File: src/rtl/izh_inacc_bank.sv
// Multi-neuron input accumulator bank: leak/exc/inh/clear events plus whole-bank leak and clear sweeps.
// Latency: an event accepted at edge k is written back and reported on out_* at edge k+1; sweeps write one index per cycle.
// Backpressure: ev_ready is low in reset, during a sweep, and while a sweep request is present. Optional build macro: IZH_INACC_OVFL_CLR_EN.
module izh_inacc_bank #(
  parameter int ACC_DEPTH = 11,
  parameter int N_NEUR    = 16,
  parameter int W_WIDTH   = 3,
  localparam int AW       = $clog2(N_NEUR)
) (
  input  logic                 CLK,
  input  logic                 RST,
  input  logic [6:0]           param_leak_str,
  input  logic                 param_leak_en,
  input  logic [2:0]           param_fi_sel,
  input  logic                 ev_valid,
  output logic                 ev_ready,
  input  logic [1:0]           ev_type,
  input  logic [AW-1:0]        ev_addr,
  input  logic [W_WIDTH-1:0]   ev_weight,
  input  logic                 leak_all,
  input  logic                 clr_all,
  output logic                 out_valid,
  output logic [AW-1:0]        out_addr,
  output logic [ACC_DEPTH-1:0] out_state,
  output logic                 ovfl_leak,
  output logic                 ovfl_exc,
  output logic                 ovfl_inh,
  input  logic [AW-1:0]        dbg_addr,
  output logic [ACC_DEPTH-1:0] dbg_state
);

  localparam logic [1:0] OP_LEAK = 2'd0;
  localparam logic [1:0] OP_EXC  = 2'd1;
  localparam logic [1:0] OP_INH  = 2'd2;
  localparam logic [1:0] OP_CLR  = 2'd3;

  typedef enum logic [1:0] {
    ST_IDLE  = 2'd0,
    ST_CLR   = 2'd1,
    ST_LEAK  = 2'd2
  } state_t;

  state_t state_q, state_d;
  logic [AW-1:0] idx_q, idx_d;

  logic [ACC_DEPTH-1:0] acc [N_NEUR];

  // S1 holds the one accepted event that executes in the following cycle
  logic               s1_vld;
  logic [1:0]         s1_type;
  logic [AW-1:0]      s1_addr;
  logic [W_WIDTH-1:0] s1_weight;

  logic               op_vld;
  logic               op_out;
  logic [1:0]         op_type;
  logic [AW-1:0]      op_addr;
  logic [W_WIDTH-1:0] op_w;

  logic [ACC_DEPTH-1:0] cur;
  logic [ACC_DEPTH-1:0] nxt_raw;
  logic [ACC_DEPTH-1:0] nxt;
  logic [ACC_DEPTH-1:0] leak_ext;
  logic [ACC_DEPTH-1:0] w_ext;
  int                   fib;
  logic                 bit_cur;
  logic                 bit_nxt;
  logic                 ovfl;
`ifdef IZH_INACC_OVFL_CLR_EN
  logic [ACC_DEPTH-1:0] clr_mask;
`endif

  logic accept;

  // New work is only taken while idle and no sweep is being requested
  assign ev_ready  = !RST && (state_q == ST_IDLE) && !leak_all && !clr_all;
  assign accept    = ev_valid && ev_ready;
  assign dbg_state = acc[dbg_addr];

  // Sweep FSM state and index registers
  always_ff @(posedge CLK) begin
    if (RST) begin
      state_q <= ST_IDLE;
      idx_q   <= '0;
    end else begin
      state_q <= state_d;
      idx_q   <= idx_d;
    end
  end

  // Sweep FSM next state: clear wins over leak, requests outside idle are dropped
  always_comb begin
    state_d = state_q;
    idx_d   = idx_q;
    case (state_q)
      ST_IDLE: begin
        idx_d = '0;
        if (clr_all) begin
          state_d = ST_CLR;
        end else if (leak_all) begin
          state_d = ST_LEAK;
        end
      end
      ST_CLR, ST_LEAK: begin
        idx_d = idx_q + AW'(1);
        if (idx_q == AW'(N_NEUR - 1)) begin
          state_d = ST_IDLE;
        end
      end
      default: begin
        state_d = ST_IDLE;
        idx_d   = '0;
      end
    endcase
  end

  // Capture an accepted event into S1
  always_ff @(posedge CLK) begin
    if (RST) begin
      s1_vld    <= 1'b0;
      s1_type   <= OP_LEAK;
      s1_addr   <= '0;
      s1_weight <= '0;
    end else begin
      s1_vld <= accept;
      if (accept) begin
        s1_type   <= ev_type;
        s1_addr   <= ev_addr;
        s1_weight <= ev_weight;
      end
    end
  end

  // Pick the operation executing this cycle; a sweep and S1 never overlap
  always_comb begin
    op_vld  = 1'b0;
    op_out  = 1'b0;
    op_type = OP_LEAK;
    op_addr = '0;
    op_w    = '0;
    if (state_q == ST_CLR) begin
      op_vld  = 1'b1;
      op_type = OP_CLR;
      op_addr = idx_q;
    end else if (state_q == ST_LEAK) begin
      op_vld  = 1'b1;
      op_out  = 1'b1;
      op_type = OP_LEAK;
      op_addr = idx_q;
    end else if (s1_vld) begin
      op_vld  = 1'b1;
      op_out  = 1'b1;
      op_type = s1_type;
      op_addr = s1_addr;
      op_w    = s1_weight;
    end
  end

  // Read-modify-write arithmetic and overflow detection at the fan-in bit
  always_comb begin
    cur      = acc[op_addr];
    leak_ext = {{(ACC_DEPTH-7){1'b0}}, param_leak_str};
    w_ext    = {{(ACC_DEPTH-W_WIDTH){1'b0}}, op_w};
    nxt_raw  = cur;
    case (op_type)
      OP_LEAK: nxt_raw = param_leak_en ? (cur - leak_ext) : cur;
      OP_EXC:  nxt_raw = cur + w_ext;
      OP_INH:  nxt_raw = cur - w_ext;
      default: nxt_raw = '0;
    endcase

    fib = 3 + int'(param_fi_sel);
    if (fib > ACC_DEPTH - 1) begin
      fib = ACC_DEPTH - 1;
    end

    bit_cur = 1'b0;
    bit_nxt = 1'b0;
`ifdef IZH_INACC_OVFL_CLR_EN
    clr_mask = '0;
`endif
    for (int i = 0; i < ACC_DEPTH; i++) begin
      if (i == fib) begin
        bit_cur = cur[i];
        bit_nxt = nxt_raw[i];
      end
`ifdef IZH_INACC_OVFL_CLR_EN
      if (i <= fib) begin
        clr_mask[i] = 1'b1;
      end
`endif
    end

    ovfl = (op_type != OP_CLR) && (bit_cur ^ bit_nxt);

`ifdef IZH_INACC_OVFL_CLR_EN
    // Restart the fan-in window: drop everything at and below the overflow bit
    nxt = ovfl ? (nxt_raw & ~clr_mask) : nxt_raw;
`else
    nxt = nxt_raw;
`endif
  end

  // Accumulator write-back; reset discards any in-flight write
  always_ff @(posedge CLK) begin
    if (RST) begin
      for (int i = 0; i < N_NEUR; i++) begin
        acc[i] <= '0;
      end
    end else if (op_vld) begin
      acc[op_addr] <= nxt;
    end
  end

  // Result reporting, one pulse per reported op
  always_ff @(posedge CLK) begin
    if (RST) begin
      out_valid <= 1'b0;
      out_addr  <= '0;
      out_state <= '0;
      ovfl_leak <= 1'b0;
      ovfl_exc  <= 1'b0;
      ovfl_inh  <= 1'b0;
    end else begin
      out_valid <= op_out;
      ovfl_leak <= op_out && (op_type == OP_LEAK) && ovfl;
      ovfl_exc  <= op_out && (op_type == OP_EXC)  && ovfl;
      ovfl_inh  <= op_out && (op_type == OP_INH)  && ovfl;
      if (op_out) begin
        out_addr  <= op_addr;
        out_state <= nxt;
      end
    end
  end

endmodule

File: config.mk
export PLATFORM = sky130hd
export DESIGN_NAME = izh_inacc_bank
export DESIGN_NICKNAME = d
export VERILOG_FILES = /design/src/rtl/izh_inacc_bank.sv
export SDC_FILE = /design/constraint.sdc
export NUM_CORES = 1
export LEC_CHECK = 0
export CORE_MARGIN = 2
export CORE_UTILIZATION = 35
export CTS_CLUSTER_SIZE = 20
export DETAILED_ROUTE_END_ITERATION = 6
export DONT_BUFFER_PORTS = 1
export GPL_ROUTABILITY_DRIVEN = 0
export PLACE_DENSITY_LB_ADDON = 0.08
export SLEW_MARGIN = 15
export SYNTH_ARGS = -nofsm -noshare
export SYNTH_HDL_FRONTEND = slang
export SYNTH_SLANG_ARGS = --single-unit
File: constraint.sdc
create_clock -name CLK -period 6.3 [get_ports CLK]
set_clock_uncertainty 0.2 [all_clocks]
set_input_delay 0 -clock CLK [delete_from_list [all_inputs] [get_ports CLK]]
set_output_delay 0 -clock CLK [all_outputs]
set_load 0.005 [all_outputs]
# == Word-level counts from Yosys, hierarchy flattened ==
# Memories as Yosys holds them, arrays and structs flattened.
# Index checks and enable logic that the tools add are counted.
# totals
ff_bits,35
ram_bits,176
input_bits,29
out_inout_bits,31
elab_cells,110
memories,1
# classes
addsub,5
n_lt_le_gt_ge,1
eq_ne,18
mux,50
bitwise_logic,2
n_reduce_logical,21
# mem_list
name,words,width,rd,rd_ports_with_merged_regs,wr,line_no,rtl
acc,16,11,2,0,16,46,logic [ACC_DEPTH-1:0] acc [N_NEUR];
# ops
cell,count
equality test 4 x 32 -> 1 bit (first input constant),4
equality test 5 x 32 -> 1 bit (first input constant),3
equality test 3 x 32 -> 1 bit (first input constant),2
one-hot mux 11 bit (3 select lines),1
equality test 2 x 32 -> 1 bit (first input constant),1
logical NOT 32 bit,1
two-way mux 1 bit,32
two-way mux 11 bit,2
two-way mux 4 bit,5
two-way mux 2 bit,6
adder 11 x 3 -> 11 bit,1
logical AND 1 bit,11
OR reduction 11 bit,1
subtractor 11 x 3 -> 11 bit,1
subtractor 11 x 7 -> 11 bit,1
two-way mux 3 bit,3
adder 2 x 3 -> 4 bit (first input constant),1
adder 4 x 1 -> 4 bit (second input constant),1
equality test 2 x 1 -> 1 bit (second input constant),2
equality test 2 bit (second input constant),2
equality test 4 bit (second input constant),1
greater-than comparator 4 bit (second input constant),1
logical NOT 2 bit,2
inequality test 2 bit (second input constant),2
other kinds (7),10

# == Longest topological paths before layout ==
# Gate-level depths: netlist (run 1).
# An unclocked memory read counts as a cell.
# depth
ltp_word,21
ltp_mapped,29
depth_no_buf,21

# == Worst setup path after synthesis (run 1) ==
# Ideal clock, no wire load.
# synth_timing
kind,register -> register
startpoint,register state_q[0]
endpoint,memory acc[0][7] (data pin)
setup_ns,0.266
t_arrival_ns,5.156
t_required_ns,5.834
setup_slack_ns,0.678
stages_incl_launch_ff,27
n_path_buf,7
synth_period_minus_slack_ns,5.622
path_cell_list,dfxtp_1 inv_1 ha_1 buf_4 o21a_1 nor2_2 buf_6 buf_6 buf_2 clkbuf_1 nand2_1 a311oi_1 a31oi_1 a21oi_1 ha_1 a21o_1 or3_1 or2_2 a41oi_1 a21oi_2 a221oi_1 xnor2_1 a211oi_2 or2_2 clkbuf_2 buf_2 nor2_1
# synth_lines
item,line_no,rtl
start: declaration,43,"state_t state_q, state_d;"
start signal: assignment,86,state_q <= state_d;
end: declaration,46,

# == Final worst setup path (run 1) ==
# layout_timing
startpoint,register state_q[0]
endpoint,register ovfl_exc
# layout_between
elab_chain_cells,21
elab_cells_between_ends,46
classes_between,add/sub (3); eq/ne (5); mux (32); bitwise (1); reduce/logical (4); memory (1)
# layout_rtl
item,line_no,rtl
equality test 2 bit,145,end else if (state_q == ST_LEAK) begin
two-way mux 4 bit,145,
two-way mux 4 bit,141,if (state_q == ST_CLR) begin
memory read (16 x 11 bit),-,
subtractor 11 x 7 -> 11 bit,166,OP_LEAK: nxt_raw = param_leak_en ? (cur - leak_ext) : cur;
two-way mux 11 bit,166,
one-hot mux 11 bit (3 select lines),165,case (op_type)
two-way mux 1 bit (11 in series),183,if (i == fib) begin
XOR 1 bit,194,ovfl = (op_type != OP_CLR) && (bit_cur ^ bit_nxt);
logical AND 1 bit,194,
logical AND 1 bit *,227,ovfl_exc <= op_out && (op_type == OP_EXC) && ovfl;
end signal: assignment,227,
end: declaration,26,"output logic ovfl_exc,"
# Every way passes the cells marked *; elsewhere a longest branch is shown, timed or not.
# A chain may end at the register's enable or synchronous reset.

==> results.json, run 1 <==
{
  "outcome": "finished clean",
  "post-route-period-util_pct": 94.09,
  "yosysWarningCount": 0,
  "fin_util_pct": 40.19,
  "cts_tree": "yes",
  "drtAntennaViolNets": 0,
  "cts_htree_levels": 1,
  "postRouteWirelength_um": 44110,
  "cp_max_fo": 17,
  "min-delay-path-class": "in2out",
  "slew_headroom_pct": 23.72,
  "vias_per_cell": 5.825,
  "crit_arrival_ns": 6.14,
  "hold_violations": 0,
  "synth_top_family_by_area": "simple AND/OR/NAND/NOR gates",
  "rsz0062_at_grt": "no",
  "synth_most_common_cell": "nor2_1",
  "drive_above_1_share_pct": 13.78,
  "synthDistinctLibCells": 75,
  "yosys-top-cells-area": "edfxtp_1 (42%), mux4_2 (10%), nor2_1 (6.4%)",
  "drv_cap": 0,
  "peakVddDrop_v": 0.0001703,
  "grt.overflow.total": 0,
  "cts_max_path_buffers": 3,
  "powerDensity_nw_per_um2": 327.1,
  "areaGrowthSynthToFinish_pct": 13.64,
  "postCtsSetupBuffers": 0,
  "stdcell_area_um2": 14190,
  "ys_async_sr_fraction_pct": 0,
  "yosysSeqAreaShare_pct": 47.93,
  "die_x_um": 192.9,
  "p_int_mw": 3.003,
  "diodes": 0,
  "comb_power_share_pct": 31.9,
  "start_util_pct": 35.37,
  "synthXorXnorAreaFrac_pct": 0.8416,
  "grt_pass1_wl_um": 65430,
  "fin_crit_ns": 5.928,
  "syn_avg_cell_area_um2": 10.42,
  "hpwl_um": 30360,
  "endpoint_kind": "register",
  "p_sw_share_pct": 35.31,
  "synthCells": 1199,
  "setup_viol": 0,
  "worstMarginPinSlew_ns": 1.140,
  "numPortBuffers": 0,
  "path_clk_slew_ns": 0.05,
  "synth_compound_area_share_pct": 10.53,
  "grt_usage_pct": 24.11,
  "wl_per_cell_um": 26.15,
  "power_frac_seq_pct": 35.6,
  "post_dp_cell_area_um2": 12900,
  "fmax_ghz": 0.1687,
  "antenna_found_initial": 0,
  "grt_pass1_vias": 9693,
  "boundaryPins": 60,
  "synth.top_cell.area_share_pct": 42.32,
  "clk_latency_ns": 0.55,
  "nNetsFinal": 1263,
  "die_y_um": 192.9,
  "synth_fa_ha_area_share_pct": 2.926,
  "p_leak_nw": 5.125,
  "cp.required_ns": 6.51,
  "yosys.area.top_type": "edfxtp_1",
  "critical_path_class": "reg2reg",
  "design.die.area_um2": 37210,
  "netlist_area_um2": 12490,
  "drc_errors": 0,
  "synth.net_count": 1256,
  "drtIter0Drc": 1023,
  "synth-seq-cells": 211,
  "grt_max_degree": 45,
  "rows": 69,
  "cts_made_buffers": 26,
  "tns_ns": 0,
  "synth_mux_area_share_pct": 12.52,
  "synth_ff_type": "edfxtp_1",
  "clockRootBuffer": "clkbuf_16",
  "synth_common_cells": "nor2_1 (213), edfxtp_1 (176), nand2_1 (146)",
  "core_area_um2": 35310,
  "vias": 9826,
  "synth_edf_count": 176,
  "firstDrtPassIters": 5,
  "drv_slew": 0,
  "power_mw": 4.642,
  "power_switching_mw": 1.639,
  "crit_path_start_kind": "register",
  "clock-sinks": 211,
  "clock_power_share_pct": 32.5,
  "synth_simple_gate_area_share_pct": 20.54
}
## state kept, by name, indices dropped and copies added (netlist names)
name,count
acc,176
idx_q,4
out_addr,4
out_state,11
out_valid,1
ovfl_exc,1
ovfl_inh,1
ovfl_leak,1
s1_addr,4
s1_type,2
s1_vld,1
s1_weight,3
state_q,2
## routing by layer
| metal | GRT usage (%) | vias to the layer above | wire (um) |
|---|---|---|---|
| li1 | - | 4441 | - |
| met1 | 34.61 | 4956 | 19760 |
| met2 | 38.65 | 368 | 20470 |
| met3 | 2.891 | 61 | 2805 |
| met4 | 6.294 | 0 | 1073 |
| met5 | 0 | - | 0 |
## power groups by stage
stage | logic (mW) | clock network [mW] | registers [mW]
finish | 1.48 | 1.51 | 1.65
global placement | 1.44 | 0 | 1.68
floorplan | 1.00 | 0 | 1.65
detailed placement | 1.44 | 0 | 1.68
CTS | 1.48 | 1.54 | 1.65
global route | 1.61 | 1.59 | 1.66
## layout by cell type (no fill, tap or decap), drive strengths merged, types with 3 or more instances in the layout
cell | Yosys | final
a211oi | 29 | 29
dfxtp | 35 | 35
dlygate4sd3 | 0 | 41
nor3 | 29 | 29
nor3b | 3 | 3
o21ai | 30 | 30
a21oi | 32 | 32
nand2 | 148 | 148
o31ai | 4 | 4
a31oi | 12 | 12
buf | 42 | 36
mux4 | 58 | 58
mux2i | 20 | 20
edfxtp | 176 | 176
inv | 28 | 29
a21o | 10 | 10
a2111oi | 13 | 13
or2 | 5 | 5
a221oi | 3 | 3
nor2b | 5 | 5
o21a | 8 | 8
a31o | 3 | 3
clkbuf | 56 | 34
or4 | 3 | 3
clkinv | 1 | 12
nand3b | 14 | 14
ha | 26 | 26
nand4 | 11 | 11
xnor2 | 11 | 11
a311oi | 16 | 16
nand3 | 51 | 51
and3 | 39 | 39
mux2 | 4 | 4
nand2b | 25 | 25
nor2 | 215 | 215
## worst max-delay path, stage by stage (launching register included)
cell and delay (ns):
dfxtp_1 0.33, inv_1 0.09, ha_2 0.39, nand4bb_1 0.17, buf_4 0.25, nand2_2 0.27, buf_4 0.34, nand2_1 0.09
and3_1 0.16, a311oi_1 0.06, o31ai_1 0.74, inv_1 0.20, ha_1 0.47, nand2b_1 0.10, o21ai_0 0.17, nor2_1 0.06
a211oi_1 0.33, o21ai_0 0.20, a211oi_1 0.30, dlygate4sd3_1 0.65, a211oi_4 0.07, mux2i_1 0.14
## cell type report
cell class                 instances  area, um2
multi-input combinational        861       5949
sequential                       211       5986
clock inverter                    14      120.1
clock buffer                      34      732.0
inverter                          29      108.9
tap                              461      576.8
timing repair buffer              77      718.2
fill                            3469      21120
## per-stage QoR
step           hold WS, ns  cells  setup slack (ns)
2_1_floorplan      -0.1585   1199            0.6784
3_3_place_gp       -0.1400   1597            0.3732
3_5_place_dp       -0.1406   1597            0.2565
4_1_cts           0.002485   1687            0.2241
5_1_grt           0.005828   1687           0.01369
6_report          0.002482   1687            0.3722
## timing repair
action                     in CTS  in global routing
setup endpoints to repair       0                 37
gates resized for setup         0                  3
hold buffers                   42                  0
hold endpoints to repair       57                  0
## cell families after synthesis
group / count (synthesis)
DFF: 211
buffers and inverters: 127
xor gates and xnor gates: 12
muxes: 82
and+or+nand+nor: 558
AOI/OAI and AO/OA: 181
adders and majority gates: 28
## worst paths after layout
path                            slack, ns          from  cells past startpoint      endpoint
worst max register to register       0.37    state_q[0]                     21      ovfl_exc
worst min-delay path                0.002   dbg_addr[3]                      1  dbg_state[5]
worst max-delay path                 0.37    state_q[0]                     21      ovfl_exc
worst min register to register       0.27  out_state[8]                      2  out_state[8]
No activity file was read; power rests on OpenSTA's default activity.
==> inputs of run 2 (changes only) <==
--- a/config.mk
+++ b/config.mk
@@ -11,7 +11,7 @@
 export DETAILED_ROUTE_END_ITERATION = 6
 export DONT_BUFFER_PORTS = 1
 export GPL_ROUTABILITY_DRIVEN = 0
-export PLACE_DENSITY_LB_ADDON = 0.08
+export PLACE_DENSITY = 0.6
 export SLEW_MARGIN = 15
 export SYNTH_ARGS = -nofsm -noshare
 export SYNTH_HDL_FRONTEND = slang
==> results.json, run 2 (synthesized netlist as in run 1, its figures left out) <==
{
  "drtAntennaViolNets": 0,
  "cts_htree_levels": 1,
  "antenna_found_initial": 0,
  "areaGrowthSynthToFinish_pct": 13.64,
  "tns_ns": 0,
  "setup_viol": 0,
  "endpoint_kind": "register",
  "clock-sinks": 211,
  "fmax_ghz": 0.1733,
  "postCtsSetupBuffers": 0,
  "design.die.area_um2": 37210,
  "min-delay-path-class": "in2out",
  "start_util_pct": 35.37,
  "drive_above_1_share_pct": 13.80,
  "boundaryPins": 60,
  "crit_path_start_kind": "register",
  "path_clk_slew_ns": 0.06,
  "critical_path_class": "reg2reg",
  "violations": "DRC, hold timing",
  "hold_violations": 1,
  "post-route-period-util_pct": 91.61,
  "cp_max_fo": 23,
  "clk_latency_ns": 0.56,
  "die_x_um": 192.9,
  "cts_made_buffers": 25,
  "cp.required_ns": 6.49,
  "grt_max_degree": 45,
  "rows": 69,
  "vias": 10010,
  "power_mw": 4.547,
  "layout_setup_ws_ns": 0.5285,
  "drc_errors": 1,
  "top_regs": "acc: 176 flops, out_state: 11 flops",
  "fin_hold_ws_ns": -0.0007246,
  "die_y_um": 192.9,
  "clockRootBuffer": "clkbuf_16",
  "vias_per_cell": 5.935,
  "largest_register_ffs": 176,
  "multiInputGateArea_um2": 5942,
  "outcome": "complete, but fails checks",
  "p_leak_nw": 5.126,
  "drtIter0Drc": 1135,
  "core_area_um2": 35310,
  "worstMarginPinSlew_ns": 1.113,
  "firstDrtPassIters": 7,
  "nNetsFinal": 1263,
  "drv_slew": 0,
  "post-place-ws_ns": 0.3834,
  "diodes": 0,
  "final_common_cell": "nor2_1",
  "cts_tree": "yes",
  "grt_pass1_vias": 9843,
  "hpwl_um": 27620,
  "postRouteWirelength_um": 41590,
  "regArea_um2": 5986,
  "grt_usage_pct": 22.53,
  "wl_per_cell_um": 24.67,
  "drv_cap": 0,
  "rsz0062_at_grt": "no",
  "powerDensity_nw_per_um2": 320.4,
  "peakVddDrop_v": 0.0002431,
  "top_register": "acc",
  "crit_arrival_ns": 5.97,
  "grt_pass1_wl_um": 61600,
  "grt.overflow.total": 0,
  "final_cell_mix": "nor2_1 (212), edfxtp_1 (176), nand2_1 (145), mux4_2 (58), nand3_1 (51)",
  "n_fill_cell": 3378,
  "slew_headroom_pct": 25.51,
  "cts_max_path_buffers": 3,
  "fin_crit_ns": 5.771,
  "numPortBuffers": 0
}
-- run 2: cell types whose count changed in the layout (fill, tap and decap cells not counted), sizes merged --
cell	previous run	this run
clkbuf	34	26
clkinvlp	0	1
clkinv	12	14
bufinv	2	4
inv	29	30
dlygate4sd3	41	42
-- run 2: stage by stage --
step	instance area (um2)	hold slack, ns	util (%)	instances
floorplan	12490	-0.1585	-	1199
global placement	12890	-0.1442	36.50	1597
detailed placement	12890	-0.1458	36.50	1597
CTS	14170	0.0006779	40.13	1685
global route	14190	0.007958	40.19	1686
finish	14190	-0.0007246	40.19	1686
-- run 2: area by class of cell --
class                      instances  share of cell area [%]
clock buffer                      26                   4.435
clock inverter                    20                   1.552
inverter                          29                  0.7671
multi-input combinational        861                   41.87
sequential                       211                   42.18
tap                              461                   4.065
timing repair buffer              78                   5.131
-- run 2: repair_timing --
action / in CTS / in global routing
resized for setup: 0 / 3
hold endpoints to repair: 55 / 1
endpoints found under the setup margin: 0 / 40
hold buffers: 42 / 1
-- run 2: worst max-delay path, stage by stage, from the launching register on --
cell	delay [ns]
dfxtp_1	0.37
inv_1	0.08
ha_2	0.28
nor2_2	0.28
a31o_2	0.65
a2111oi_0	0.17
or4_4	0.60
a22o_1	0.28
fa_1	0.44
nor2b_1	0.17
o21a_1	0.14
o21ai_0	0.11
a21oi_1	0.22
a21o_1	0.15
a21oi_1	0.09
or3_1	0.38
and3_1	0.20
o22ai_1	0.19
nand2_1	0.38
nor2_1	0.22
-- run 2: path summary, 6_finish.rpt --
check             cells after the start           from  slack, ns       endpoint
hold / removal                        1    dbg_addr[3]    -0.0007   dbg_state[6]
hold reg to reg                       2  out_state[10]       0.28  out_state[10]
setup / recovery                     19     state_q[1]       0.53     acc[5][10]
setup reg to reg                     19     state_q[1]       0.53     acc[5][10]
-- run 2: routing by layer --
layer | global-route usage, % | share of wire, % | up-vias
met1 | 29.76 | 41 | 4977
met5 | 0 | 0 | -
met4 | 8.537 | 3.7 | 0
met2 | 36.79 | 47 | 498
met3 | 4.146 | 8.5 | 90
li1 | - | - | 4442
-- run 2: report_power, final --
| group | switching, mW | internal [mW] | leakage, nW |
|---|---|---|---|
| sequential | 0.0543 | 1.60 | 2.10 |
| combinational | 0.910 | 0.465 | 2.60 |
| clock | 0.626 | 0.896 | 0.422 |
==> inputs of run 3 (changes only) <==
--- a/config.mk
+++ b/config.mk
@@ -5,6 +5,7 @@
 export SDC_FILE = /design/constraint.sdc
 export NUM_CORES = 1
 export LEC_CHECK = 0
+export ABC_AREA = 1
 export CORE_MARGIN = 2
 export CORE_UTILIZATION = 35
 export CTS_CLUSTER_SIZE = 20
==> results.json, run 3 <==
{
  "crit_path_start_kind": "register",
  "n_fill_cell": 3335,
  "antenna_found_initial": 0,
  "crit_arrival_ns": 6.17,
  "path_buf_inv": 5,
  "synth_ff_type": "edfxtp_1",
  "rsz0062_at_grt": "no",
  "post-place-ws_ns": 0.5593,
  "grt_pass1_wl_um": 58510,
  "vias_per_cell": 5.542,
  "critical_path_class": "reg2reg",
  "design.die.area_um2": 35600,
  "hold_start": "dbg_addr[3]",
  "worstMarginPinSlew_ns": 1.063,
  "post-route-period-util_pct": 94.04,
  "cts_max_path_buffers": 3,
  "grt_max_degree": 133,
  "drive_above_1_share_pct": 6.456,
  "ys_async_sr_fraction_pct": 0,
  "synthDistinctLibCells": 47,
  "boundaryPins": 60,
  "cts_tree": "yes",
  "diodes": 0,
  "drv_cap": 0,
  "cts_htree_levels": 1,
  "r2r_slack_ns": 0.38,
  "holdPathEnd": "dbg_state[8]",
  "grt_pass1_vias": 9822,
  "layout_setup_ws_ns": 0.3756,
  "synthCells": 1415,
  "synth_most_common_cell": "nor2_1",
  "top_register": "acc",
  "multiInputGateArea_um2": 5139,
  "cts_made_buffers": 23,
  "min_path_cells": 2,
  "rows": 67,
  "power_mw": 7.131,
  "grt_usage_pct": 21.67,
  "yosysWarningCount": 0,
  "firstDrtPassIters": 6,
  "hold_violations": 2,
  "hpwl_um": 25110,
  "vias": 10380,
  "worst_path_max_delay_cell": "nor2_2",
  "p_leak_nw": 5.207,
  "clk_latency_ns": 0.52,
  "nNetsFinal": 1466,
  "placed_cells": 1787,
  "wl_per_cell_um": 21.16,
  "endpoint_kind": "register",
  "areaGrowthSynthToFinish_pct": 12.02,
  "netlist_area_um2": 11940,
  "top_regs": "acc: 176 flops, out_state: 11 flops",
  "reg2reg_from": "state_q[0]",
  "fin_hold_ws_ns": -0.01803,
  "setup_viol": 0,
  "post_dp_cell_area_um2": 12220,
  "largest_register_ffs": 176,
  "peakVddDrop_v": 0.0003238,
  "reg2regPathDepth": 32,
  "cp_max_fo": 24,
  "powerDensity_nw_per_um2": 533.2,
  "final_cell_mix": "nor2_1 (270), nand2_1 (224), edfxtp_1 (176), o21ai_0 (142), inv_1 (108)",
  "drtIter0Drc": 1298,
  "yosys.area.top_type": "edfxtp_1",
  "clockRootBuffer": "clkbuf_16",
  "regArea_um2": 5986,
  "cp.required_ns": 6.55,
  "clock-sinks": 211,
  "regToRegEndpoint": "ovfl_inh",
  "die_x_um": 188.7,
  "slew_headroom_pct": 29.04,
  "path_clk_slew_ns": 0.06,
  "drv_slew": 0,
  "syn_avg_cell_area_um2": 8.437,
  "synth.net_count": 1472,
  "yosys-top-cells-area": "edfxtp_1 (44%), nor2_1 (8.5%), nand2_1 (7.0%)",
  "path_common_cell": "nand2_1",
  "fin_util_pct": 39.88,
  "grt.overflow.total": 0,
  "synth.top_cell.area_share_pct": 44.27,
  "crit_family": "simple AND/OR/NAND/NOR gates",
  "final_common_cell": "nor2_1",
  "synth_common_cells": "nor2_1 (270), nand2_1 (224), edfxtp_1 (176)",
  "min-delay-path-class": "in2out",
  "tns_ns": 0,
  "numPortBuffers": 0,
  "layout.cells.non_filler": 1873,
  "postCtsSetupBuffers": 0,
  "fin_crit_ns": 5.924,
  "postRouteWirelength_um": 39640,
  "fmax_ghz": 0.1688,
  "slowest_delay_ns": 0.83,
  "synth_edf_count": 176,
  "drc_errors": 0,
  "core_area_um2": 33530,
  "drtAntennaViolNets": 0,
  "stdcell_area_um2": 13370,
  "yosysSeqAreaShare_pct": 50.14,
  "die_y_um": 188.7,
  "violations": "hold timing",
  "synth-seq-cells": 211,
  "start_util_pct": 35.60,
  "outcome": "complete, but fails checks"
}
## run 3: changes by cell type after synthesis, sizes merged, moves of 25 or more
| cell | previous run | this run |
|---|---|---|
| nor2 | 215 | 274 |
| nand2 | 148 | 235 |
| a211oi | 29 | 3 |
| a21oi | 32 | 82 |
| inv | 28 | 116 |
| nand2b | 25 | 0 |
| o21ai | 30 | 160 |
| and3 | 39 | 0 |
| o22ai | 2 | 42 |
| mux4 | 58 | 0 |
## run 3: area by class of cell
| cell class | count | area share [%] |
|---|---|---|
| Tap cell | 448 | 4.191 |
| Multi-Input combinational cell | 997 | 38.42 |
| Timing Repair Buffer | 58 | 4.098 |
| Clock inverter | 13 | 0.7765 |
| Clock buffer | 28 | 4.444 |
| Sequential cell | 211 | 44.76 |
| Inverter | 118 | 3.312 |
## run 3: layer usage
metal  track usage [%]  routed length, um  vias up
met5                 0                  0        -
met1             27.46              15750     4855
met4             10.43               1794        0
met2             36.03              18470      559
met3             3.595               3627      113
li1                  -                  -     4853
## run 3: timing repair
item / in CTS / in global routing
hold endpoints to repair: 65 / 0
resized for setup: 0 / 0
hold buffers: 45 / 0
## run 3: cells by family (layout without fill, tap and decap cells)
logic type	count (synthesis)	in the layout	synth area share, %
adder cells (fa/ha/maj)	28	28	3.060
XOR/XNOR	4	4	0.2935
flip-flops	211	211	50.14
multiplexers	17	17	1.425
buffers and inverters	207	217	6.959
AO/OA/AOI/OAI	354	354	17.46
AND/OR/NAND/NOR	594	594	20.67
## run 3: where the power goes
group	switching, mW	internal [mW]
Combinational	2.95	1.12
Clock	0.573	0.717
Sequential	0.0930	1.68
## run 3: how the worst max path moves through the flow
| stage | from | endpoint | slack, ns | depth (start not counted) |
|---|---|---|---|---|
| after floorplan | state_q[0] | acc[10][10] | 1.74 | 31 |
| after global placement | state_q[0] | ovfl_inh | 0.73 | 32 |
| after detailed placement | state_q[0] | ovfl_leak | 0.56 | 32 |
| after CTS | state_q[0] | ovfl_inh | 0.49 | 32 |
| after global routing | state_q[0] | ovfl_exc | 0.02 | 32 |
| final | state_q[0] | ovfl_inh | 0.38 | 32 |
## run 3: worst register-to-register path: cells and delay by family, from the launching register on
| family | cells | cell delay [ns] |
|---|---|---|
| DFF | 1 | 0.35 |
| buffers and inverters | 5 | 0.79 |
| and+or+nand+nor | 20 | 2.98 |
| AOI/OAI and AO/OA | 5 | 0.80 |
| adders and majority gates | 2 | 0.70 |
